[src/rtl/prefix_addsub_pkg.sv]
// Shared constants and helpers for the pipelined Kogge-Stone adder/subtractor.
package prefix_addsub_pkg;

  localparam logic MODE_ADD = 1'b0;
  localparam logic MODE_SUB = 1'b1;

  typedef struct packed {
    logic cout;
    logic ovf;
    logic zero;
  } flags_t;

  // Number of prefix levels needed to span a word of the given width.
  function automatic int prefix_levels(input int width);
    int n;
    int w;
    n = 0;
    w = 1;
    while (w < width) begin
      w = w * 2;
      n = n + 1;
    end
    return n;
  endfunction

endpackage

[src/rtl/prefix_cell.sv]
// Kogge-Stone black cell: merges a high {g,p} span with the adjacent lower span.
module prefix_cell (
  input  logic [1:0] gp_hi,
  input  logic [1:0] gp_lo,
  output logic [1:0] gp_o
);

  assign gp_o = {gp_hi[1] | (gp_hi[0] & gp_lo[1]), gp_hi[0] & gp_lo[0]};

endmodule

[src/rtl/prefix_addsub_pipe.sv]
// Pipelined add/subtract with a Kogge-Stone carry tree; 3-cycle latency (2 without
// the output stage). All stages advance together and stall when the output is held.
module prefix_addsub_pipe
  import prefix_addsub_pkg::*;
#(
  parameter int WIDTH    = 16,
  parameter int PIPE_OUT = 1
) (
  input  logic             clk,
  input  logic             rst,
  input  logic             in_valid,
  output logic             in_ready,
  input  logic [WIDTH-1:0] a,
  input  logic [WIDTH-1:0] b,
  input  logic             cin,
  input  logic             mode,
  output logic             out_valid,
  input  logic             out_ready,
  output logic [WIDTH-1:0] sum,
  output logic             cout,
  output logic             ovf,
  output logic             zero
);

  localparam int LVL = prefix_levels(WIDTH);

  logic adv;

  // Stage 1: operands with effective b / carry-in and bitwise generate/propagate
  logic             v1_q, v1_d;
  logic [WIDTH-1:0] a1_q, a1_d;
  logic [WIDTH-1:0] beff1_q, beff1_d;
  logic             cin1_q, cin1_d;
  logic [WIDTH-1:0] g1_q, g1_d;
  logic [WIDTH-1:0] p1_q, p1_d;

  // Stage 2: group generate/propagate over [i:0] plus what the sum step needs
  logic             v2_q, v2_d;
  logic [WIDTH-1:0] gg2_q, gg2_d;
  logic [WIDTH-1:0] pg2_q, pg2_d;
  logic [WIDTH-1:0] hs2_q, hs2_d;
  logic             cin2_q, cin2_d;
  logic             amsb2_q, amsb2_d;
  logic             bmsb2_q, bmsb2_d;

  logic [WIDTH-1:0] beff;
  logic             cin_eff;
  logic [WIDTH-1:0] carry;
  logic [WIDTH-1:0] res_sum;
  flags_t           res_flg;

  assign adv      = !out_valid || out_ready;
  assign in_ready = adv;

  assign beff    = (mode == MODE_SUB) ? ~b : b;
  assign cin_eff = (mode == MODE_SUB) ? ~cin : cin;

  for (genvar l = 0; l < LVL; l++) begin : g_lvl
    localparam int D = 1 << l;
    logic [WIDTH-1:0] g_in, p_in, g_out, p_out;

    if (l == 0) begin : g_src0
      assign g_in = g1_q;
      assign p_in = p1_q;
    end else begin : g_srcn
      assign g_in = g_lvl[l-1].g_out;
      assign p_in = g_lvl[l-1].p_out;
    end

    for (genvar i = 0; i < WIDTH; i++) begin : g_bit
      if (i >= D) begin : g_cell
        prefix_cell u_cell (
          .gp_hi ({g_in[i], p_in[i]}),
          .gp_lo ({g_in[i-D], p_in[i-D]}),
          .gp_o  ({g_out[i], p_out[i]})
        );
      end else begin : g_pass
        assign g_out[i] = g_in[i];
        assign p_out[i] = p_in[i];
      end
    end
  end

  always_comb begin
    v1_d    = v1_q;
    a1_d    = a1_q;
    beff1_d = beff1_q;
    cin1_d  = cin1_q;
    g1_d    = g1_q;
    p1_d    = p1_q;
    v2_d    = v2_q;
    gg2_d   = gg2_q;
    pg2_d   = pg2_q;
    hs2_d   = hs2_q;
    cin2_d  = cin2_q;
    amsb2_d = amsb2_q;
    bmsb2_d = bmsb2_q;
    if (adv) begin
      v1_d    = in_valid;
      a1_d    = a;
      beff1_d = beff;
      cin1_d  = cin_eff;
      g1_d    = a & beff;
      p1_d    = a ^ beff;
      v2_d    = v1_q;
      gg2_d   = g_lvl[LVL-1].g_out;
      pg2_d   = g_lvl[LVL-1].p_out;
      hs2_d   = a1_q ^ beff1_q;
      cin2_d  = cin1_q;
      amsb2_d = a1_q[WIDTH-1];
      bmsb2_d = beff1_q[WIDTH-1];
    end
  end

  always_ff @(posedge clk or posedge rst) begin
    if (rst) begin
      v1_q <= 1'b0;
      v2_q <= 1'b0;
    end else begin
      v1_q <= v1_d;
      v2_q <= v2_d;
    end
  end

  always_ff @(posedge clk) begin
    a1_q    <= a1_d;
    beff1_q <= beff1_d;
    cin1_q  <= cin1_d;
    g1_q    <= g1_d;
    p1_q    <= p1_d;
    gg2_q   <= gg2_d;
    pg2_q   <= pg2_d;
    hs2_q   <= hs2_d;
    cin2_q  <= cin2_d;
    amsb2_q <= amsb2_d;
    bmsb2_q <= bmsb2_d;
  end

  // Carry into bit i is the group term over [i-1:0] with the external carry folded in.
  always_comb begin
    carry        = {gg2_q[WIDTH-2:0] | (pg2_q[WIDTH-2:0] & {(WIDTH-1){cin2_q}}), cin2_q};
    res_sum      = hs2_q ^ carry;
    res_flg.cout = gg2_q[WIDTH-1] | (pg2_q[WIDTH-1] & cin2_q);
    res_flg.ovf  = (amsb2_q == bmsb2_q) && (res_sum[WIDTH-1] != amsb2_q);
    res_flg.zero = ~|res_sum;
  end

  if (PIPE_OUT != 0) begin : g_out_reg
    logic             v3_q, v3_d;
    logic [WIDTH-1:0] sum3_q, sum3_d;
    flags_t           flg3_q, flg3_d;

    always_comb begin
      v3_d   = v3_q;
      sum3_d = sum3_q;
      flg3_d = flg3_q;
      if (adv) begin
        v3_d   = v2_q;
        sum3_d = res_sum;
        flg3_d = res_flg;
      end
    end

    always_ff @(posedge clk or posedge rst) begin
      if (rst) begin
        v3_q   <= 1'b0;
        sum3_q <= '0;
        flg3_q <= '0;
      end else begin
        v3_q   <= v3_d;
        sum3_q <= sum3_d;
        flg3_q <= flg3_d;
      end
    end

    assign out_valid = v3_q;
    assign sum       = sum3_q;
    assign cout      = flg3_q.cout;
    assign ovf       = flg3_q.ovf;
    assign zero      = flg3_q.zero;
  end else begin : g_out_comb
    // Stage-2 data is not reset, so results are masked until a valid word is present.
    assign out_valid = v2_q;
    assign sum       = v2_q ? res_sum : '0;
    assign cout      = v2_q & res_flg.cout;
    assign ovf       = v2_q & res_flg.ovf;
    assign zero      = v2_q & res_flg.zero;
  end

endmodule
[config.mk]
export PLATFORM = sky130hd
export DESIGN_NAME = prefix_addsub_pipe
export DESIGN_NICKNAME = d
export VERILOG_FILES = /design/src/rtl/prefix_addsub_pkg.sv /design/src/rtl/prefix_cell.sv /design/src/rtl/prefix_addsub_pipe.sv
export SDC_FILE = /design/constraint.sdc
export NUM_CORES = 1
export LEC_CHECK = 0
export CAP_MARGIN = 20
export CORE_MARGIN = 8
export CORE_UTILIZATION = 45
export CTS_BUF_LIST = sky130_fd_sc_hd__clkbuf_8
export CTS_CLUSTER_SIZE = 20
export DETAILED_ROUTE_END_ITERATION = 10
export PLACE_DENSITY = 0.68
export REMOVE_ABC_BUFFERS = 1
export SLEW_MARGIN = 20
export SYNTH_ARGS = -nofsm -noshare
export SYNTH_HDL_FRONTEND = slang
export SYNTH_SLANG_ARGS = --single-unit
[constraint.sdc]
create_clock -name clk -period 4.24 [get_ports clk]
set_input_delay 0.424 -clock clk [delete_from_list [all_inputs] [get_ports clk]]
set_output_delay 0.424 -clock clk [all_outputs]
set_load 0.1 [all_outputs]
==> results <==
- For this block, the initial DRC count from the detailed router was roughly 260.
- In this run the deepest clock path goes through 2 buffers.
- The ratio of total power to cell area is slightly above 700 nW/µm².
- The DRC violation count after routing is 0.
- After synthesis, the cell types taking the most area are edfxtp_1, dfrtp_1, xor2_1, ha_1, nand2_1.
- In this run, the clock network consumes 23.6% of the power.
- In this run the post-CTS setup repair buffer count came out at 0.
- The number of global-route vias before repair came to between 3000 and 4000.
- The floorplan step defined a die boundary enclosing about 16000 µm².
- The floorplan die width is 126 µm.
- The site row count is 40.
- The ratio of routed vias to standard cells is between 4 and 5.
- The xor/xnor cell area share of the yosys netlist is approximately 7.8%.
- After synthesis, the netlist uses 36 different library cells.
- For this run, the top clock speed supported by timing is 388 MHz.
- Final hold analysis gives a worst-case slack of ~0.43 ns.
- The average cell area after synthesis is 15.3 µm².
- The master cell of the clock root buffer is clkbuf_8.
- The library cell used most frequently in the layout, excluding fill and tap cells, is edfxtp_1.
- The initial antenna violation count is 0.
- Global routing used between 10% and 20% of the available tracks.
- Of the post-synthesis cell area, the part taken by muxes is 0%.
- The worst hold path belongs to the class flip-flop to flip-flop.
- IR analysis of the VDD net gives a maximum drop of between 200 and 250 µV.
- The setup slack after placement is between 1.5 and 2 ns.
- The endpoint kind of the worst setup timing path is an output port.
- The clock arrives with between 0.009 and 0.01 ns of skew.
- The number of nets at the end of the flow is approximately 480.
- Compared with the post-synthesis result, the final layout area differs by 21.7%.
- The library cells used most frequently in the layout, excluding fill and tap cells, are edfxtp_1, clkdlybuf4s50_1, nand2_1, xor2_1.
- The tree built by TritonCTS fans out to between 100 and 150 sinks.
- At the worst endpoint, the arrival time is about 2.2 ns.
- Entering global routing, the biggest net connects 73 pins.
- The worst setup margin is roughly 1.7 ns.
- The largest fanout of any net on the critical path is about 60.
- The cell internal power dissipation is approximately 3000 µW.
- The number of buffers inserted by hold repair at cts is 0.
- The leakage power summed over all cells is 0.00268 µW.
- The clock reaches the later pin of the worst-skew pair after about 0.43 ns.
- Combinational logic burns between 30% and 40% of the power.
- The share of synthesized cell area in and, or, nand and nor gates is 6.63%.
- The area share of fa/ha/maj cells after synthesis is under 10%.
- The H-tree depth reported by CTS is 4.
- The tightest slew margin relative to the limit is around a third.
- The final number of hold-violating endpoints was 0.
- The share of synthesized area in the top cell type comes to 63.6%.
- The element type at the critical path start is a flip-flop.
- The clock transition at the register clock pins on the worst setup and hold paths after CTS is 0.07 ns.
- The number of gates resized after CTS is 0.
- TritonCTS built the clock tree.
- The initial core utilization is 45.8%.
- After synthesis, the largest family of logic cells by area is XOR/XNOR gates.
- Setup repair after global routing left no endpoint under its margin.
- The global-route wire length before repair is between 10000 and 15000 µm.
- The cell count after placement is roughly 560.
- The final layout contains routed wiring with a total length of ~9000 µm.
- The final number of setup-violating endpoints is 0.
- The count of yosys warnings during synthesis is 0.
- The gate count after technology mapping is 359.
- The leftover overflow at the end of global routing is 0.
- In this run the cell area of the synthesized design comes to approximately 5500 µm².
- In this run the standard cell core region covers 12000 µm².
- The detail route stage leaves a number of antenna-violating nets equal to 0.
- Synthesis inferred ~140 register bits.
- The filler cells instantiated in the layout total about 990.
- The number of antenna diodes in the final layout is 0.
- Of the cells placed in the final design, the portion with a size suffix greater than 1 is about a tenth.
- The flow ran to the end, and the final reports show no timing, DRC or antenna violations.
- The share of the Yosys chip area taken by registers is 73.7%.
- Before antenna repair, the detailed router went through 4 iterations.
- The count of maximum capacitance violations is 0.
- In this run, CTS created clock tree buffers numbering 17.
- Sequential cells burn roughly 45% of the power.
- The post-route fraction of the period consumed by the critical path is approximately 61%.
- For this block, the via count after detailed routing is a little under 3000.
- The synthesized-area fraction occupied by ao, oa, aoi and oai cells is 6.99%.
- The worst path required time is approximately 3.8 ns.
- The count of pins on the block boundary is around 60.
- The slew at the pin closest to its max-slew limit is roughly 1 ns.
- Cells fill between 50% and 60% of the core in the end.
- The cell type with the largest total area after synthesis is edfxtp_1.
- Measured along the y axis, the die boundary spans around 130 µm.
- The worst setup path is of the flip-flop to output port kind.
- The routed length per placed instance is ~15 µm.
- The smallest clock period supported by the final layout is computed as about 2.6 ns.
- Excluding fillers, the count of instances in the completed layout stands at 590.
- The placed wire-length estimate after detailed placement is about 6300 µm.
- The final count of pins violating max slew is 0.
- The fraction of power spent switching nets is between 30% and 40%.
- The analysis attributes to net switching a power of approximately 1800 µW.
- The count of port buffers added during placement is between 50 and 60.
- The global placement routability congestion is a little under 0.8.
-- worst max-delay path, stage by stage, from the launching register on --
cell	delay, ns
dfrtp_1	0.38
nor2b_2	0.15
buf_4	0.22
inv_4	0.53
buf_4	0.41
-- cell families after synthesis --
| family | count (synthesis) |
|---|---|
| fa+ha+maj | 16 |
| flops | 138 |
| buf+inv | 17 |
| compound gates | 58 |
| xor+xnor | 49 |
| simple gates | 81 |
-- area by class of cell --
class | count | area, µm² | area share [%]
Clock inverter | 13 | 173 | 2.59
Inverter | 9 | 36.3 | 0.544
Tap cell | 147 | 184 | 2.76
Timing Repair Buffer | 60 | 601 | 9.01
Multi-Input combinational cell | 204 | 1380 | 20.7
Clock buffer | 19 | 262 | 3.92
Sequential cell | 138 | 4030 | 60.5
-- power by group through the flow --
stage | clock network [µW] | logic [µW] | registers [µW]
CTS | 1170 | 1560 | 2170
floorplan | 0 | 498 | 2810
global placement | 0 | 1530 | 2180
detailed placement | 0 | 1560 | 2200
finish | 1140 | 1540 | 2160
global route | 1230 | 1650 | 2210
-- synthesized netlist by cell type --
cell,n
inv_1,9
o21ai_2,1
nor4_1,1
a32o_1,1
o21bai_1,2
nor2b_1,1
and4b_1,1
nand4_1,4
xnor2_1,9
o311a_1,1
a21o_1,12
o21a_1,1
buf_2,3
nand3_1,2
ha_1,16
or4_1,1
a221oi_1,1
and2_2,1
a31o_4,1
xor2_1,40
a21oi_1,22
a221o_1,1
and2_1,2
o31ai_1,1
edfxtp_1,116
o21ai_0,11
nand2b_1,2
dfrtp_1,22
a21o_2,2
nand2_1,48
nor2_1,11
clkbuf_1,5
and3_1,5
a221oi_2,1
nor3_1,1
and3_2,1
-- sequential cells by signal (all words and copies together), names as in the netlist, 16 cells and up --
name,count
a1_q,16
beff1_q,16
g1_q,16
g_lvl.p_in,16
gg2_q,16
hs2_q,16
pg2_q,16
sum,16
-- stage by stage --
| stage | total power, µW | cell area, µm² | TNS (ns) |
|---|---|---|---|
| after floorplan | 3310 | 5440 | -114.82 |
| after global placement | 3720 | 6240 | 0 |
| after detailed placement | 3750 | 6240 | 0 |
| after CTS | 4900 | 6670 | 0 |
| after global routing | 5090 | 6670 | 0 |
| final | 4850 | 6670 | 0 |
-- worst paths after layout --
kind                            startpoint       end  slack, ns  cells past startpoint
max in group asynchronous              rst      cout       3.29                      2
min in group asynchronous              rst    sum[7]       0.45                      2
worst max-delay path             out_valid  in_ready       1.66                      4
worst min register to register      cin1_q    cin2_q       0.43                      0
worst min-delay path                cin1_q    cin2_q       0.43                      0
worst max register to register      cin2_q      zero       2.17                      5
-- metal layers --
layer | wire length, µm | vias up | global-route usage, %
li1 | - | 1454 | -
met1 | 4020 | 1400 | 14.3
met2 | 4360 | 68 | 18.9
met3 | 500 | 13 | 4.40
met4 | 169 | 0 | 6.86
met5 | 0 | - | 0
Power figures use the tool's default switching activity.
